===== src/rtl/conv_encoder_framer.sv =====
// conv_encoder_framer
//   Rate-1/2 convolutional encoder with frame control, feeding a Viterbi decoder.
//   Each accepted information bit produces one 2-bit code symbol. After FRAME_LEN
//   data bits, K-1 zero tail bits are appended so every frame ends in state 0.
//
// Ports
//   CLOCK       in   rising-edge clock
//   Reset       in   synchronous, active-low reset
//   din         in   information bit
//   din_valid   in   din is valid
//   din_ready   out  block accepts din this cycle (combinational)
//   err_mask    in   [WD_CODE] XOR mask applied to loaded symbols (ERR_INJECT_EN only)
//   Code        out  [WD_CODE] registered code symbol
//   code_valid  out  Code holds a symbol not yet consumed
//   code_ready  in   downstream consumes Code this cycle
//   Active      out  sticky, set by the first loaded symbol with Code != 0
//   frame_done  out  one-cycle pulse when the last tail symbol is loaded
//
// Configuration
//   ERR_INJECT_EN  when defined, adds err_mask and XORs it into each loaded symbol.

module conv_encoder_framer #(
  parameter int unsigned K         = 9,
  parameter logic [K-1:0] G0       = 9'o561,
  parameter logic [K-1:0] G1       = 9'o753,
  parameter int unsigned FRAME_LEN = 64,
  parameter int unsigned WD_CODE   = 2
) (
  input  logic               CLOCK,
  input  logic               Reset,
  input  logic               din,
  input  logic               din_valid,
  output logic               din_ready,
`ifdef ERR_INJECT_EN
  input  logic [WD_CODE-1:0] err_mask,
`endif
  output logic [WD_CODE-1:0] Code,
  output logic               code_valid,
  input  logic               code_ready,
  output logic               Active,
  output logic               frame_done
);

  localparam int unsigned CntW  = $clog2(FRAME_LEN + 1);
  localparam int unsigned TailW = $clog2(K);

  typedef enum logic [1:0] {StIdle, StData, StTail} state_t;

  // State registers
  state_t             r_state;
  logic [CntW-1:0]    r_cnt;
  logic [TailW-1:0]   r_tail_cnt;
  logic [K-2:0]       r_sr;
  logic [WD_CODE-1:0] r_code;
  logic               r_code_valid;
  logic               r_active;
  logic               r_frame_done;

  // Next-state / combinational signals
  state_t             w_state_nxt;
  logic [CntW-1:0]    w_cnt_nxt;
  logic [TailW-1:0]   w_tail_nxt;
  logic               w_slot_free;
  logic               w_hs;
  logic               w_enc;
  logic               w_bit;
  logic               w_done;
  logic [K-1:0]       w_taps;
  logic [WD_CODE-1:0] w_code_enc;
  logic [WD_CODE-1:0] w_code_load;

  // The output slot can take a new symbol when empty or being drained this cycle.
  assign w_slot_free = !r_code_valid || code_ready;

  // Reset gates din_ready so no handshake is seen while reset is asserted.
  assign din_ready = ((r_state == StIdle) || (r_state == StData)) && w_slot_free && Reset;
  assign w_hs      = din_valid && din_ready;

  // Bit k of the tap vector is the input delayed by k symbols.
  assign w_taps     = {r_sr, w_bit};
  assign w_code_enc = {^(G1 & w_taps), ^(G0 & w_taps)};

`ifdef ERR_INJECT_EN
  assign w_code_load = w_code_enc ^ err_mask;
`else
  assign w_code_load = w_code_enc;
`endif

  // Frame FSM: next state, counters and encode strobe
  always_comb begin
    w_state_nxt = r_state;
    w_cnt_nxt   = r_cnt;
    w_tail_nxt  = r_tail_cnt;
    w_enc       = 1'b0;
    w_bit       = 1'b0;
    w_done      = 1'b0;
    unique case (r_state)
      StIdle: begin
        if (w_hs) begin
          w_enc     = 1'b1;
          w_bit     = din;
          w_cnt_nxt = CntW'(1);
          if (FRAME_LEN == 1) begin
            w_state_nxt = StTail;
            w_tail_nxt  = '0;
          end else begin
            w_state_nxt = StData;
          end
        end
      end
      StData: begin
        if (w_hs) begin
          w_enc     = 1'b1;
          w_bit     = din;
          w_cnt_nxt = r_cnt + CntW'(1);
          if (w_cnt_nxt == CntW'(FRAME_LEN)) begin
            w_state_nxt = StTail;
            w_tail_nxt  = '0;
          end
        end
      end
      StTail: begin
        // Tail symbols flush zeros through the register; they advance only when
        // the output slot can take them.
        if (w_slot_free) begin
          w_enc = 1'b1;
          w_bit = 1'b0;
          if (r_tail_cnt == TailW'(K - 2)) begin
            w_done      = 1'b1;
            w_cnt_nxt   = '0;
            w_tail_nxt  = '0;
            w_state_nxt = StIdle;
          end else begin
            w_tail_nxt = r_tail_cnt + TailW'(1);
          end
        end
      end
      default: begin
        w_state_nxt = StIdle;
        w_cnt_nxt   = '0;
        w_tail_nxt  = '0;
      end
    endcase
  end

  // State register, shift register and output register
  always_ff @(posedge CLOCK) begin
    if (!Reset) begin
      r_state      <= StIdle;
      r_cnt        <= '0;
      r_tail_cnt   <= '0;
      r_sr         <= '0;
      r_code       <= '0;
      r_code_valid <= 1'b0;
      r_active     <= 1'b0;
      r_frame_done <= 1'b0;
    end else begin
      r_state      <= w_state_nxt;
      r_cnt        <= w_cnt_nxt;
      r_tail_cnt   <= w_tail_nxt;
      r_frame_done <= w_done;
      if (w_enc) begin
        // A new symbol overwrites the slot even if it is being consumed now.
        r_sr         <= {r_sr[K-3:0], w_bit};
        r_code       <= w_code_load;
        r_code_valid <= 1'b1;
        if (|w_code_load) begin
          r_active <= 1'b1;
        end
      end else if (code_ready) begin
        r_code_valid <= 1'b0;
      end
    end
  end

  assign Code       = r_code;
  assign code_valid = r_code_valid;
  assign Active     = r_active;
  assign frame_done = r_frame_done;

endmodule


===== config.mk =====
export PLATFORM = sky130hd
export DESIGN_NAME = conv_encoder_framer
export DESIGN_NICKNAME = d
export VERILOG_FILES = /design/src/rtl/conv_encoder_framer.sv
export SDC_FILE = /design/constraint.sdc
export NUM_CORES = 1
export LEC_CHECK = 0
export CELL_PAD_IN_SITES_DETAIL_PLACEMENT = 2
export CELL_PAD_IN_SITES_GLOBAL_PLACEMENT = 2
export CORE_UTILIZATION = 34
export CTS_BUF_LIST = sky130_fd_sc_hd__clkbuf_16
export DETAILED_ROUTE_END_ITERATION = 16
export PLACE_DENSITY = 0.78
export SYNTH_ARGS = -nofsm -noshare
export SYNTH_HDL_FRONTEND = slang
export SYNTH_SLANG_ARGS = --single-unit

===== constraint.sdc =====
create_clock -name CLOCK -period 2 [get_ports CLOCK]
set_clock_uncertainty 0.1 [all_clocks]
set_input_delay 0.4 -clock CLOCK [delete_from_list [all_inputs] [get_ports CLOCK]]
set_output_delay 0.4 -clock CLOCK [all_outputs]
set_load 0.05 [all_outputs]

==> flow_summary.yaml <==
clocking:
  postCtsSetupRepairBufs: 0
  cts_tree: "yes"
  cts_max_path_buffers: 2
  clk_latency_ns: 0.27
  clock_sinks: 26
  cts_hold_buf: 0
  htree_levels: 1
  root_buffer: "clkbuf_16"
  clkSlewWorstSetupHoldPaths_ns: 0.07
  cts_buffers: 3
floorplan:
  fp.dieW_um: 63.48
  die_h_um: 63.48
  die_area_mm2: 0.004029
  io_pins: 11
  start_util_pct: 37.05
  rows: 21
  core_mm2: 0.003468
timing:
  timing.hold.ws_ns: 0.3800
  finalCriticalPeriod_ns: 1.942
  timing.final.crit_share_pct: 97.10
  rsz0062_at_grt: "false"
  hold_viol: 0
  worst_pin_slew_ns: 0.5124
  setup_viol: 0
  fmax_mhz: 514.9
  drv_slew: 0
  max_slew_margin_pct: 65.73
  finalSetupTns_ns: 0
detailed_routing:
  routed_via_density: 5.436
  postRouteAntennaNets: 0
  route.detailed.drc: 0
  wirelength_um: 3869
  first_pass_iters: 4
  wire_per_inst_um: 17.59
  drt_iter0_drc: 30
  dr_total_vias: 1196
cells_and_area:
  area_growth_pct: 30.67
  layout.cells.non_filler: 220
  layout-drive-gt1-share_pct: 20.11
  fin_util_pct: 48.41
  regArea_um2: 520.5
  n_fill_cell: 382
  antenna_cells: 0
  multi_input_area_um2: 742.0
  layout.nets: 182
synth:
  ys_ff_latch: 26
  synth-warning-count: 0
  yosysTopAreaCell: "dfxtp_1"
  synthXorXnorAreaFrac_pct: 6.134
  yosys-top-cells-area: "dfxtp_1, mux2i_1, nor2_1"
  synth-async-reset-ratio_pct: 0
  syn_avg_cell_area_um2: 8.682
  synth-main-ff-cell: "dfxtp_1"
  syn_area_mm2: 0.001285
  netlist-cell-type-count: 44
  synthSimpleGateAreaFrac_pct: 26.87
  syn-num-nets: 155
  synth_fa_ha_area_share_pct: 1.947
  syn-instance-count: 148
  synth-seq-area-share_pct: 40.51
  synth_top_area_share_pct: 40.51
  synth_edf_count: 0
  synth_top_family_by_area: "simple AND/OR/NAND/NOR gates"
  synth_compound_area_share_pct: 15.77
  synthMuxAreaShare_pct: 5.453
placed_design:
  dp_cells: 216
  dp_hpwl_um: 2721
  portBuffers: 10
  gp_congestion: 0.8533
setup_path:
  crit_path_end_kind: "primary output"
  path_buf_inv: 1
  slowest_delay_ns: 0.82
  cp.required_ns: 1.50
  crit_chain: "clkdlybuf4s50_1"
  r2r-start: "r_state[1]"
  startpoint_type: "register"
  crit_path_start: "code_valid"
  crit_arrival_ns: 1.44
  crit_fanout: 3
  worst-setup-path-type: "register to primary output"
  slowest_stage: "clkdlybuf4s50_1"
  timing.critical_path.max_delay_family: "buffers and inverters"
outcome:
  outcome: "complete, no violations"
hold_path:
  min_from: "Code[0]"
  min_path_type: "register to register"
global_route:
  grt_pass1_wl_um: 6582
  grt_pass1_vias: 1342
  track_usage_pct: 21.39
  grt_max_degree: 21
  antenna_found_initial: 0
  overflow: 0
pwr:
  p_per_area_mw_per_mm2: 746.9
  ir_drop_uv: 416.6
  power_mw: 1.254
  leakagePower_nw: 0.6287
run:
  drv_cap: 0
[state kept, by name (all words and copies together), names as in the netlist]
name        flops
Active          1
r_sr            8
r_state         2
r_tail_cnt      4
Code            2
code_valid      1
r_cnt           7
frame_done      1
[what timing repair did]
item	in CTS	in global routing
pin swaps	1	0
resized for setup	6	3
endpoints found under the setup margin	5	2
[per-layer routing]
layer | GRT usage, % | share of wire, % | vias up
li1 | - | - | 590
met1 | 24.78 | 45 | 584
met2 | 36.84 | 50 | 13
met3 | 4.348 | 2.1 | 9
met4 | 10.80 | 2.6 | 0
met5 | 0 | 0 | -
[area by class of cell]
cell class | instances | share of cell area, %
Tap cell | 46 | 3.428
Inverter | 2 | 0.4471
Clock inverter | 1 | 1.788
Timing Repair Buffer | 28 | 14.68
Sequential cell | 26 | 31.00
Clock buffer | 3 | 4.471
Multi-Input combinational cell | 114 | 44.19
[cell usage in the layout (no fill, tap or decap), types with 2 or more instances in the layout]
cell / instances
nand2b_1: 4
dfxtp_1: 26
a31oi_1: 6
or3_2: 2
nand4_1: 2
buf_4: 18
nand3_1: 6
o21ai_0: 6
nor2_1: 17
nand2_1: 11
nor4_1: 2
inv_1: 2
mux2i_1: 7
clkbuf_16: 3
a21oi_1: 9
clkdlybuf4s50_1: 5
nor4b_1: 3
dlygate4sd2_1: 2
ha_1: 2
xor2_1: 2
o21ai_1: 2
xnor2_1: 7
[power by group]
part           internal [mW]  switching (mW)  leakage [nW]
clock                  0.399           0.194        0.0511
sequential             0.526         0.00786         0.210
combinational         0.0551          0.0729         0.367
total                  0.980           0.274         0.629
[worst reg2reg max path, delay by kind of cell (launching register included)]
family | cells | cell delay [ns]
DFF | 1 | 0.41
and+or+nand+nor | 3 | 1.14
AOI/OAI and AO/OA | 1 | 0.16
[synth_stat cells (all sizes together) (4+ instances only)]
library cell,instances
o21ai,8
mux2i,7
a31oi,6
xnor2,7
dfxtp,26
nand3,6
nand2,12
nor2,17
a21oi,10
nand2b,4
[stage by stage]
stage	area, um2	worst slack, ns
global placement	1555	-0.1988
global route	1679	0.03307
finish	1679	0.05793
floorplan	1290	0.01681
detailed placement	1555	-0.3686
CTS	1674	0.01878
[cells by family (layout without fill, tap and decap cells)]
logic type               Yosys count  in the layout
multiplexers                       7              7
adder cells (fa/ha/maj)            2              2
AND/OR/NAND/NOR                   63             63
AO/OA/AOI/OAI                     33             33
buffers and inverters              8             34
XOR/XNOR                           9              9
flip-flops                        26             26
[worst paths after layout]
path,end,slack (ns),cells past startpoint
worst min register to register,Code[0],0.38,2
worst max-delay path,code_valid,0.06,1
worst max register to register,r_cnt[5],0.12,4
worst min-delay path,Code[0],0.38,2
No activity file was read; power rests on OpenSTA's default activity.
